File: src/rtl/pc_seq_ctrl.sv
// pc_seq_ctrl: instruction-sequencing FSM that owns the PC block's load control every cycle.
// Latency: a zero-wait fetch costs one FETCH cycle; INSTR/instr_valid appear on the first EXEC cycle.
// Flow control: mem_req is held until mem_ack; EXEC waits for exec_done; HALT waits for resume.
// Ports:
//   clk, rst                   clock; synchronous active-high reset
//   PC_CURR / set_pc, PC_INIT  PC block feedback and load control (set_pc=0 lets the PC increment)
//   mem_req, MEM_ADDR          instruction fetch request/address; mem_ack, MEM_DATA fetch response
//   INSTR, instr_valid         instruction register and one-cycle "newly loaded" pulse to decode
//   exec_done, branch_taken,
//   BR_TARGET, halt            execute results, sampled only in EXEC
//   resume / halted            leave HALT / HALT status
//   fetch_err                  sticky fetch-timeout flag, cleared only by rst
//   RETIRED                    saturating retired-instruction count
module pc_seq_ctrl #(
   parameter int                ADDR_W    = 4,
   parameter int                INSTR_W   = 8,
   parameter logic [ADDR_W-1:0] RESET_VEC = '0,
   parameter int                TIMEOUT   = 15
) (
   input  logic               clk,
   input  logic               rst,
   input  logic [ADDR_W-1:0]  PC_CURR,
   output logic               set_pc,
   output logic [ADDR_W-1:0]  PC_INIT,
   output logic               mem_req,
   output logic [ADDR_W-1:0]  MEM_ADDR,
   input  logic               mem_ack,
   input  logic [INSTR_W-1:0] MEM_DATA,
   output logic [INSTR_W-1:0] INSTR,
   output logic               instr_valid,
   input  logic               exec_done,
   input  logic               branch_taken,
   input  logic [ADDR_W-1:0]  BR_TARGET,
   input  logic               halt,
   input  logic               resume,
   output logic               halted,
   output logic               fetch_err,
   output logic [7:0]         RETIRED
);

   typedef enum logic [1:0] {
      ST_RST   = 2'd0,
      ST_FETCH = 2'd1,
      ST_EXEC  = 2'd2,
      ST_HALT  = 2'd3
   } state_t;

   // Value of the wait counter in the last FETCH cycle allowed before timing out.
   localparam logic [7:0] WAIT_LAST = 8'(TIMEOUT - 1);

   state_t             state_q, state_d;
   logic [INSTR_W-1:0] instr_q, instr_d;
   logic               instr_valid_q, instr_valid_d;
   logic               mem_req_q, halted_q;
   logic               fetch_err_q, fetch_err_d;
   logic [7:0]         wait_q, wait_d;
   logic [7:0]         retired_q, retired_d;

   always_comb begin
      state_d       = state_q;
      instr_d       = instr_q;
      instr_valid_d = 1'b0;
      fetch_err_d   = fetch_err_q;
      wait_d        = '0;
      retired_d     = retired_q;
      // The PC block increments unless told to load, so the default is to reload the current PC.
      set_pc        = 1'b1;
      PC_INIT       = PC_CURR;

      case (state_q)
         ST_RST: begin
            PC_INIT = RESET_VEC;
            state_d = ST_FETCH;
         end
         ST_FETCH: begin
            if (mem_ack) begin
               instr_d       = MEM_DATA;
               instr_valid_d = 1'b1;
               state_d       = ST_EXEC;
            end else if (wait_q == WAIT_LAST) begin
               fetch_err_d = 1'b1;
               state_d     = ST_HALT;
            end else begin
               wait_d = wait_q + 8'd1;
            end
         end
         ST_EXEC: begin
            if (exec_done) begin
               if (retired_q != 8'hFF) begin
                  retired_d = retired_q + 8'd1;
               end
               // The only place the PC is allowed to advance on its own.
               if (branch_taken) begin
                  PC_INIT = BR_TARGET;
               end else begin
                  set_pc = 1'b0;
               end
               state_d = halt ? ST_HALT : ST_FETCH;
            end
         end
         ST_HALT: begin
            if (resume && !fetch_err_q) begin
               state_d = ST_FETCH;
            end
         end
         default: state_d = ST_RST;
      endcase

      // Reset reloads the PC on the same edge regardless of the current state.
      if (rst) begin
         set_pc  = 1'b1;
         PC_INIT = RESET_VEC;
      end
   end

   always_ff @(posedge clk) begin
      if (rst) begin
         state_q       <= ST_RST;
         instr_q       <= '0;
         instr_valid_q <= 1'b0;
         mem_req_q     <= 1'b0;
         halted_q      <= 1'b0;
         fetch_err_q   <= 1'b0;
         wait_q        <= '0;
         retired_q     <= '0;
      end else begin
         state_q       <= state_d;
         instr_q       <= instr_d;
         instr_valid_q <= instr_valid_d;
         // Registered status flags track the state being entered.
         mem_req_q     <= (state_d == ST_FETCH);
         halted_q      <= (state_d == ST_HALT);
         fetch_err_q   <= fetch_err_d;
         wait_q        <= wait_d;
         retired_q     <= retired_d;
      end
   end

   assign MEM_ADDR    = PC_CURR;
   assign mem_req     = mem_req_q;
   assign INSTR       = instr_q;
   assign instr_valid = instr_valid_q;
   assign halted      = halted_q;
   assign fetch_err   = fetch_err_q;
   assign RETIRED     = retired_q;

endmodule
File: config.mk
export PLATFORM = sky130hd
export DESIGN_NAME = pc_seq_ctrl
export DESIGN_NICKNAME = d
export VERILOG_FILES = /design/src/rtl/pc_seq_ctrl.sv
export SDC_FILE = /design/constraint.sdc
export NUM_CORES = 1
export LEC_CHECK = 0
export CAP_MARGIN = 10
export CORE_UTILIZATION = 49
export CTS_BUF_LIST = sky130_fd_sc_hd__clkbuf_4 sky130_fd_sc_hd__clkbuf_8
export CTS_CLUSTER_SIZE = 14
export DETAILED_ROUTE_END_ITERATION = 10
export PLACE_DENSITY = 0.88
export SYNTH_ARGS = -nofsm -noshare
export SYNTH_HDL_FRONTEND = slang
export SYNTH_SLANG_ARGS = --single-unit
File: constraint.sdc
create_clock -name clk -period 3.7 [get_ports clk]
set_input_delay 0.925 -clock clk [delete_from_list [all_inputs] [get_ports clk]]
set_output_delay 0.925 -clock clk [all_outputs]
set_load 0.02 [all_outputs]
## After elaboration in Yosys (flattened, before gate mapping)

Index checks and enable logic that the tools add are counted.

- Flip-flop bits (word level): 30
- Input port bits: 23
- Output and inout port bits: 29

- Add/subtract/negate cells: 2
- Equal/unequal tests: 7
- Muxes and demuxes: 15
- Bitwise gates (word level): 2
- Reductions and logical operators: 8

Operator list:

| cell | number |
|---|---|
| adder 8 x 1 -> 8 bit, second input constant | 2 |
| two-way mux 4 bit | 3 |
| two-way mux 2 bit | 5 |
| equality test 8 x 4 -> 1 bit, second input constant | 1 |
| != test 8 bit, second input constant | 1 |
| one-hot mux 2 bit (4 select lines) | 1 |
| one-hot mux 4 bit (2 select lines) | 1 |
| equality test 2 bit, second input constant | 3 |
| AND reduction 3 bit | 2 |
| two-way mux 1 bit | 5 |
| equality test 2 x 1 -> 1 bit, second input constant | 2 |
| OR reduction 4 bit | 1 |
| logical NOT 2 bit | 1 |
| inverter 1 bit | 2 |
| AND reduction 2 bit | 1 |
| OR reduction 2 bit | 1 |
| logical AND 1 bit | 1 |
| logical NOT 1 bit | 1 |

## Logic depth before layout (Yosys ltp)

- Word-level depth: 5
- Depth in mapped cells: 5
- Mapped depth without buffers: 5

## Least setup slack after synthesis

No wires, ideal clock.

- Kind: input-to-output
- From: input rst
- To: output PC_INIT[0]
- Data arrival time: 1.591 ns
- Data required time: 2.775 ns
- Setup slack: 1.184 ns
- Cell stages on the path: 3
- Path buffers: 2
- Path through: clkbuf_1 > clkbuf_1 > nor2_1

- Longest elaborated chain between the ends: 1

RTL lines:

| item | line | RTL |
|---|---|---|
| start, declared | 21 | `input logic rst,` |
| two-way mux 4 bit | 110 | `if (rst) begin` |
| end, declared | 24 | `output logic [ADDR_W-1:0] PC_INIT,` |

No other way between the ends.

## Final worst setup path

- From: input exec_done
- To: output PC_INIT[2]

- Longest elaborated chain between the ends: 3

RTL lines:

| item | line | RTL |
|---|---|---|
| start, declared | 31 | `input logic exec_done,` |
| two-way mux 4 bit | 88 | `if (exec_done) begin` |
| one-hot mux 4 bit (2 select lines) | 70 | `case (state_q)` |
| two-way mux 4 bit | 110 |  |

No other way between the ends.

==> run_results.csv <==
group,metric,value,unit
sta,finalCriticalPeriod,3.650,ns
power_and_ir_drop,cellPowerDensity,338.3,nW/um2
layout,final_layout_size_suffix_gt1_share,8.134,%
clock_tree,cts_buffer_depth,2,
sta,slew_viol_final,0,
global_route,antenna_found_initial,0,
detailed_routing,wl_per_cell,14.13,um
clock_tree,h-tree-depth,2,
flow_run,drv_cap,0,
sta,fin_crit_sh,98.66,%
setup_path,path_max_fanout,5,
die,die_x,55.14,um
placed_design,hpwlAfterDp,2.546,mm
synthesis,yosysWarnings,0,
worst_hold_path,hold_class,"reg -> reg",
sta,fmax,273.9,MHz
clock_tree,post_cts.repair.setup_buffers,0,
sta,setup_slack,0.04964,ns
setup_path,path_delay_family,"buffers and inverters",
sta,hold_viol_final,0,
global_route,grt_pass1_vias,1192,
detailed_routing,dr.pass1.iters,4,
sta,whs,0.4603,ns
global_route,grt_max_degree,22,
die,die-area,3040,um2
synthesis,syn_area,1384,um2
synthesis,synth_cells,159,
global_route,grt_use_total,25.11,%
setup_path,cp.arrival,2.73,ns
detailed_routing,postRouteAntennaNets,0,
power_and_ir_drop,p_leak,0.7572,nW
detailed_routing,drt_iter0_drc,37,
power_and_ir_drop,peakVddDrop,330.2,uV
sta,setup_viol,0,
layout,diodes,0,
die,die_height,55.14,um
synthesis,synth_edf_count,0,
clock_tree,clk_pin_slew_worst_paths,0.09,ns
setup_path,crit_chain,"clkdlybuf4s50_1 -> and3b_2 -> a22o_1 -> a22oi_1 -> nor2_1 -> clkdlybuf4s50_1",
die,rows,18,
sta,finClkSkew,0.006157,ns
detailed_routing,wl,3.377,mm
layout,instances_no_fill,239,
clock_tree,worstSkewPairLatency,0.34,ns
setup_path,worst-path-buf-inv,2,
clock_tree,numCtsBuffers,5,
clock_tree,cts_resized,0,
placed_design,dp.cells,231,
placed_design,pre_cts_slack,0.1054,ns
clock_tree,cts_tree,"done",
clock_tree,cts_root_buffer,"clkbuf_4",
setup_path,crit_top_cell,"clkdlybuf4s50_1",
synthesis,ys_async_sr_fraction,0,%
layout,nets,234,
setup_path,critical_path.max_stage_delay,0.64,ns
run_status,status,"completed",
global_route,grt.overflow.total,0,
synthesis,synthFlopType,"dfxtp_1",
setup_path,end_kind,"output pin",
detailed_routing,routed-via-count,1281,
synthesis,ys_ff_latch,30,
synthesis,syn_nets,185,
synthesis,synth_area_leaders,"dfxtp_1 (43%), nor2_1 (7.1%), xor2_1 (6.3%), nand2_1 (6.2%), a21oi_1 (4.0%)",
clock_tree,clock_sinks,30,
global_route,grt_pass1_wl,5.223,mm
synthesis,yosysTopAreaCell,"dfxtp_1",
detailed_routing,via_per_inst,5.360,
detailed_routing,drc,0,
sta,max_slew_margin,62.31,%
die,core_region_area,2567,um2
synthesis,synth_cell_type_count,38,
synthesis,synth_common_cells,"dfxtp_1 (30), nor2_1 (26), nand2_1 (23), a21oi_1 (11), xor2_1 (10)",
sta,rsz0062_at_grt,"no",
setup_path,critical_path.slowest_cell,"clkdlybuf4s50_1",
layout,final_area,1944,um2
layout,syn_to_final_growth,40.51,%
die,io_pins,52,
setup_path,crit_type,"in -> out",
sta,tightest_slew,0.5632,ns
setup_path,cp.required,2.77,ns
placed_design,place_area,1881,um2
layout,nFillCells,179,
synthesis,syn_avg_cell_area,8.703,um2
placed_design,place.gp.congestion,0.7561,
synthesis,yosysTopAreaCellShare,43.40,%
synthesis,yosysSeqAreaShare,43.40,%
clock_tree,holdBufCountCts,0,
die,initial_core_util,53.90,%
placed_design,io_buffers,51,
sta,setup_tns,0,ns
setup_path,cp-start-kind,"primary input",
synthesis,synth.most_common_cell,"dfxtp_1",
## through the flow
| step | total power, W | utilization [%] |
|---|---|---|
| after floorplan | 0.0003969 | - |
| after global placement | 0.0004451 | 73.25 |
| after detailed placement | 0.0004486 | 73.25 |
| after CTS | 0.0006618 | 75.73 |
| after global routing | 0.0006835 | 75.73 |
| final | 0.0006578 | 75.73 |
## final timing paths
path / startpoint / to / slack (ns) / cells after the start
setup reg to reg: RETIRED[0] / RETIRED[1] / 2.13 / 5
hold reg to reg: INSTR[1] / INSTR[1] / 0.46 / 2
setup / recovery: exec_done / PC_INIT[2] / 0.05 / 6
hold / removal: INSTR[1] / INSTR[1] / 0.46 / 2
## metal layers
| layer | GRT usage [%] | wire length [um] | vias to the layer above |
|---|---|---|---|
| li1 | - | - | 634 |
| met1 | 27.17 | 1386 | 607 |
| met2 | 42.97 | 1766 | 30 |
| met3 | 9.016 | 146 | 10 |
| met4 | 12.50 | 78 | 0 |
| met5 | 0 | 0 | - |
## cell usage in the layout, fill, tap and decap left out, types with 2 or more instances in the layout
cell and n:
nor2_1 26, o21ai_0 2, buf_4 2, nand3_1 4
clkbuf_4 6, a22oi_1 4, and3_1 3, a21oi_1 11
xor2_1 10, ha_1 3, nand4_1 3, a211o_1 2
a22o_1 4, dfxtp_1 30, nand2_1 23, inv_1 2
clkdlybuf4s50_1 51, or2_2 2
## power by group
part           total (W)  internal (W)  leakage, nW  switching, W
logic           0.000102     0.0000546        0.475     0.0000469
registers       0.000340      0.000332        0.244    0.00000838
clock network   0.000216     0.0000992       0.0387      0.000117
## flip-flops by register name, indices dropped and copies added, names as in the netlist
| name | flops |
|---|---|
| state_q | 2 |
| fetch_err | 1 |
| wait_q | 8 |
| RETIRED | 8 |
| halted | 1 |
| mem_req | 1 |
| INSTR | 8 |
| instr_valid | 1 |
## worst min-delay path: cells and delay by family (launching register included)
| family | cells | cell delay [ns] |
|---|---|---|
| AO/OA/AOI/OAI | 1 | 0.05 |
| flip-flops | 1 | 0.32 |
| AND/OR/NAND/NOR | 1 | 0.05 |
## cell families after synthesis
family / count (synthesis) / share of synthesized area (%)
adder cells (fa/ha/maj): 3 / 2.713
AND/OR/NAND/NOR: 74 / 27.04
buffers and inverters: 13 / 5.334
flip-flops: 30 / 43.40
XOR/XNOR: 11 / 6.962
AO/OA/AOI/OAI: 27 / 13.83
multiplexers: 1 / 0.7234
## layout make-up
type	count	area, um2	share of cell area [%]
Multi-Input combinational cell	116	709.4	36.49
Inverter	2	7.507	0.3861
Clock buffer	7	58.81	3.024
Clock inverter	1	5.005	0.2574
Tap cell	30	37.54	1.931
Sequential cell	30	600.6	30.89
Timing Repair Buffer	53	525.5	27.03
Power figures use the tool's default switching activity.
